==> config.mk <==
export PLATFORM = sky130hd
export DESIGN_NAME = fifo_wr_ctrl
export DESIGN_NICKNAME = d
export VERILOG_FILES = /design/src/rtl/fifo_pkg.sv /design/src/rtl/fifo_bin2gray_reg.sv /design/src/rtl/fifo_wr_ctrl.sv
export SDC_FILE = /design/constraint.sdc
export NUM_CORES = 1
export LEC_CHECK = 0
export CELL_PAD_IN_SITES_DETAIL_PLACEMENT = 1
export CELL_PAD_IN_SITES_GLOBAL_PLACEMENT = 1
export CORE_UTILIZATION = 36
export DETAILED_ROUTE_END_ITERATION = 8
export GPL_TIMING_DRIVEN = 0
export PLACE_DENSITY_LB_ADDON = 0.25
export SYNTH_ARGS = -nofsm -noshare
export SYNTH_HDL_FRONTEND = slang
export SYNTH_SLANG_ARGS = --single-unit
==> constraint.sdc <==
create_clock -name clk_wr -period 4.73 [get_ports clk_wr]
set_clock_uncertainty 0.2 [all_clocks]
set_input_delay 0.946 -clock clk_wr [delete_from_list [all_inputs] [get_ports clk_wr]]
set_output_delay 0.946 -clock clk_wr [all_outputs]
set_load 0.02 [all_outputs]
==> src/rtl/fifo_pkg.sv <==
// Shared pointer helpers for both sides of the asynchronous FIFO.
// Provides the pointer-width helper and Gray/binary conversions.
package fifo_pkg;

    function automatic int ptr_w(input int addr_width);
        return addr_width + 1;
    endfunction

    // Operates on a zero-extended 32-bit word so any pointer width up to 32 can share it.
    function automatic logic [31:0] bin2gray(input logic [31:0] bin);
        return bin ^ (bin >> 1);
    endfunction

    function automatic logic [31:0] gray2bin(input logic [31:0] gray);
        logic [31:0] bin;
        bin[31] = gray[31];
        for (int i = 30; i >= 0; i--) begin
            bin[i] = bin[i+1] ^ gray[i];
        end
        return bin;
    endfunction

endpackage

==> src/rtl/fifo_bin2gray_reg.sv <==
// Binary pointer with increment and a registered Gray copy; shared by both FIFO pointer controllers.
// The Gray output is a flop so it cannot glitch into the opposite clock domain.
module fifo_bin2gray_reg
    import fifo_pkg::*;
#(
    parameter int W = 9
) (
    input  logic         clk,
    input  logic         rst,
    input  logic         inc,
    output logic [W-1:0] bin,
    output logic [W-1:0] bin_next,
    output logic [W-1:0] gray_next,
    output logic [W-1:0] gray
);

    always_comb begin
        bin_next  = bin + W'(inc);
        gray_next = W'(bin2gray(32'(bin_next)));
    end

    always_ff @(posedge clk) begin
        if (rst) begin
            bin  <= '0;
            gray <= '0;
        end else begin
            bin  <= bin_next;
            gray <= gray_next;
        end
    end

endmodule

==> src/rtl/fifo_wr_ctrl.sv <==
// Write-side pointer and flag controller of the asynchronous FIFO.
// Optional almost_full comparator enabled by FIFO_ALMOST_FULL_EN; otherwise almost_full is tied low.
module fifo_wr_ctrl
    import fifo_pkg::*;
#(
    parameter int ADDR_WIDTH = 8,
    parameter int AF_THRESH  = 240
) (
    input  logic                  clk_wr,
    input  logic                  rst_wr,
    input  logic                  wr_en,
    output logic                  wr_fire,
    output logic [ADDR_WIDTH-1:0] wr_addr,
    output logic [ADDR_WIDTH:0]   wr_ptr_gray,
    input  logic [ADDR_WIDTH:0]   rd_ptr_gray_sync,
    output logic                  full,
    output logic                  wr_ovf,
    output logic [ADDR_WIDTH:0]   wr_level,
    output logic                  almost_full
);

    localparam int PW = ptr_w(ADDR_WIDTH);

    if (ADDR_WIDTH < 2 || AF_THRESH < 0 || AF_THRESH > (1 << ADDR_WIDTH)) begin : g_bad_cfg
        $error("fifo_wr_ctrl: ADDR_WIDTH must be >= 2 and AF_THRESH within 0..depth");
    end

    logic [PW-1:0] wr_bin;
    logic [PW-1:0] wr_bin_next;
    logic [PW-1:0] wr_gray_next;
    logic [PW-1:0] rd_bin_sync;
    logic [PW-1:0] rd_gray_full;
    logic [PW-1:0] wr_level_next;
    logic          full_next;

    assign wr_fire = wr_en & ~full;
    assign wr_addr = wr_bin[ADDR_WIDTH-1:0];

    fifo_bin2gray_reg #(.W(PW)) u_wr_ptr (
        .clk       (clk_wr),
        .rst       (rst_wr),
        .inc       (wr_fire),
        .bin       (wr_bin),
        .bin_next  (wr_bin_next),
        .gray_next (wr_gray_next),
        .gray      (wr_ptr_gray)
    );

    // Full when the write pointer is exactly one lap ahead: top two Gray bits inverted.
    always_comb begin
        rd_bin_sync   = PW'(gray2bin(32'(rd_ptr_gray_sync)));
        rd_gray_full  = {~rd_ptr_gray_sync[PW-1:PW-2], rd_ptr_gray_sync[PW-3:0]};
        full_next     = (wr_gray_next == rd_gray_full);
        wr_level_next = wr_bin_next - rd_bin_sync;
    end

    always_ff @(posedge clk_wr) begin
        if (rst_wr) begin
            full     <= 1'b0;
            wr_ovf   <= 1'b0;
            wr_level <= '0;
        end else begin
            full     <= full_next;
            wr_ovf   <= wr_en & full;
            wr_level <= wr_level_next;
        end
    end

`ifdef FIFO_ALMOST_FULL_EN
    localparam logic [PW-1:0] AF_LEVEL = PW'(AF_THRESH);

    always_ff @(posedge clk_wr) begin
        if (rst_wr) begin
            almost_full <= 1'b0;
        end else begin
            almost_full <= (wr_level_next >= AF_LEVEL);
        end
    end
`else
    assign almost_full = 1'b0;
`endif

endmodule
==> results of run 1 <==
==> state kept, by name (all words and copies together), names as in the netlist <==
| signal | count |
|---|---|
| u_wr_ptr.gray | 9 |
| u_wr_ptr.bin | 8 |
| full | 1 |
| wr_level | 9 |
| wr_ovf | 1 |
==> metrics by stage <==
step / instance area, um^2 / instances / hold slack (ns)
after floorplan: 1710 / 193 / 0.318
after global placement: 2160 / 284 / 0.238
after detailed placement: 2160 / 284 / 0.246
after CTS: 2240 / 288 / 0.262
after global routing: 2240 / 288 / 0.287
final: 2240 / 288 / 0.255
==> worst register-to-register path, cell delays in order (launching register included) <==
cell and delay, ns:
dfxtp_1 0.37, nor2b_1 0.07, ha_1 0.25, ha_1 0.22
buf_2 0.19, xnor2_1 0.48, inv_1 0.16, ha_1 0.37
a21o_1 0.19, a21oi_1 0.29, o21bai_1 0.12, a31oi_1 0.21
xnor2_1 0.14, nor2_1 0.05
==> kinds of logic (layout without fill, tap and decap cells) <==
group                      count (synthesis)  after routing  synth area share
and+or+nand+nor                           64             64             0.184
xor gates and xnor gates                  42             42             0.254
DFF                                       28             28             0.328
AOI/OAI and AO/OA                         27             27            0.0959
buffers and inverters                     19             62            0.0454
adders and majority gates                 11             11            0.0849
other                                      1              1           0.00219
muxes                                      1              1           0.00586
==> final timing paths <==
kind | cells past startpoint | slack (ns) | end | from
worst min-delay path | 2 | 0.25 | wr_ovf | full
worst max register to register | 13 | 1.30 | wr_level[8] | full
worst min register to register | 2 | 0.25 | wr_ovf | full
worst max-delay path | 16 | 0.30 | wr_level[8] | rd_ptr_gray_sync[7]
==> where the power goes <==
part           switching [mW]  total (mW)  leakage (nW)  internal, mW
combinational           0.137       0.269         0.673         0.132
sequential            0.00729       0.269         0.229         0.262
clock                  0.0763       0.189        0.0357         0.113
==> layer usage <==
layer,up-vias,part of all wire
met4,0,0.0032
met5,-,0
li1,714,-
met1,690,0.48
met3,2,0.028
met2,28,0.49
==> placed cells by master (no fill, tap or decap), types with 3 or more instances in the layout <==
cell and n:
nor2_1 28, nor2b_1 4, xnor2_1 26, nand4_1 3, a21oi_1 6, xor2_1 9
nand2_1 8, ha_1 10, clkbuf_8 3, inv_1 11, clkdlybuf4s50_1 39, dfxtp_1 28
nor3_1 5, o21ai_0 9, clkbuf_1 3, o21a_1 4, nor4_1 3, xor2_2 3
==> layout make-up <==
class / count / area [um^2]
buffer: 8 / 36.3
inverter: 11 / 41.3
timing repair buffer: 39 / 390
clock inverter: 1 / 30.0
clock buffer: 3 / 41.3
fill: 534 / 2210
multi-input combinational: 146 / 1070
sequential: 28 / 561
tap: 52 / 65.1
==> Yosys cell counts, drive strengths merged, types with 3 or more instances <==
library cell and number:
buf 5, xnor2 28, a21oi 6, o21a 4, o21ai 9, nor3 5, nor2b 4, inv 11
nor2 28, nand4 3, nand2 8, dfxtp 28, xor2 12, ha 10, clkbuf 3, nor4 3
==> run summary, run 1 <==
Drt wl/cell -> 13.9 um
Global Route Usage Sum -> 0.177
Hold_buf cts -> 0
PnR worst setup slack -> 0.301 ns
Cts bufs inserted -> 3
CP cell instances -> clkdlybuf4s50_1, xnor2_2, xor2_2, xor2_2, xor2_2, xnor2_2, xnor2_1, ha_1, inv_1, fa_1, a21o_1, a21oi_1, o21bai_1, a31oi_1, xnor2_1, nor2_1
Drt via density -> 4.98
Crit end category -> flop
Worst hold path type -> flop to flop
Outcome -> complete, no violations
Slew HR -> 0.562
GRT met2 Usage -> 0.318
H-tree depth -> 1
Initial Util -> 0.385
PostCTS Resize Cnt -> 0
Total power -> 728 uW
Total gr overflow -> 0
Area growth from synthesis to layout -> 30.8%
Mapped Area -> 1710 um^2
Initial antenna violation count -> 0
Vias in the first global route -> 1475
Routed Antenna Nets -> 0
EDFF count, synth -> 0
Post-CTS setup buffer count -> 0
GR Layer Usage met1 -> 0.235
Synth top area cells -> dfxtp_1, xnor2_1, ha_1
Final hold vios -> 0
F_max -> 226 MHz
Sequential fraction of the synthesis area -> 0.328
Largest net degree at the start of global routing -> 17
Bufs and invs on worst path -> 2
Top Usage Layer GRT -> met2
Clock root buffer -> clkbuf_8
Dpl ws -> 0.0140 ns
FP Rows -> 24
Mapped Nets -> 216
Die area -> 5030 um^2
Avg Cell Area, Syn -> 8.86 um^2
Part of the cycle the worst path needs -> 0.936
PwrDens -> 325 nW/um^2
DRC violation count after routing -> 0
Leakage -> 0.937 nW
CTS Sinks -> 28
CP required -> 4.68 ns
Largest stage delay on the critical path -> 0.50 ns
Crit-path leading delay family -> XOR/XNOR gates
Die span in y -> 70.9 um
Inserted Diodes -> 0
Async SR Flop Fraction -> 0
Post-synth top area share -> 0.328
Crit path launch type -> input port
Cell taking the most area after synthesis -> dfxtp_1
Peak VDD IR -> 0.121 mV
First-pass GRT wire length -> 7070 um
Ys flop type -> dfxtp_1
Max-Cap Viols -> 0
Nets@finish -> 260
CP Max Fanout -> 4
First drt pass iteration count -> 6
Setup TNS -> 0 ns
Vias -> 1434
Post-route minimum period -> 4.43 ns
Synth Register Bits -> 28
CP max-delay cell -> clkdlybuf4s50_1
Layout cell share with drive strength beyond 1 -> 0.0551
TritonCTS clock tree -> yes
Count of input and output buffers -> 39
DRT iter0 DRCs -> 73
Final WL -> 4020 um
Type of the worst setup path -> input port to flop
RePlAce Congestion -> 0.748
Core area -> 4440 um^2
Arr. time, crit path -> 4.38 ns
Max Slew Vio Count -> 0
Worst-Skew Late Latency -> 0.27 ns
Synth cell types -> 43
Fin util -> 0.503
GRT met3 Usage -> 0.0214
Cell mode on critical path -> xor2_2
Final setup viols -> 0
CTS max path bufs -> 2
Top Ports -> 42
DP HPWL -> 3120 um
RSZ-0062 raised after global routing -> false
Die width -> 70.9 um
Least-Margin Pin Slew -> 0.652 ns
Cells after Synth -> 193
YS warnings -> 0
Reg clk slew, reported paths -> 0.10 ns
Power figures use the tool's default switching activity.
==> run 2, diff against run 1 <==
--- a/config.mk
+++ b/config.mk
@@ -11,6 +11,7 @@
 export DETAILED_ROUTE_END_ITERATION = 8
 export GPL_TIMING_DRIVEN = 0
 export PLACE_DENSITY_LB_ADDON = 0.25
+export SKIP_CTS_REPAIR_TIMING = 1
 export SYNTH_ARGS = -nofsm -noshare
 export SYNTH_HDL_FRONTEND = slang
 export SYNTH_SLANG_ARGS = --single-unit
==> results of run 2 <==
No change in the layout: final DEF, timing and power equal those of run 1.
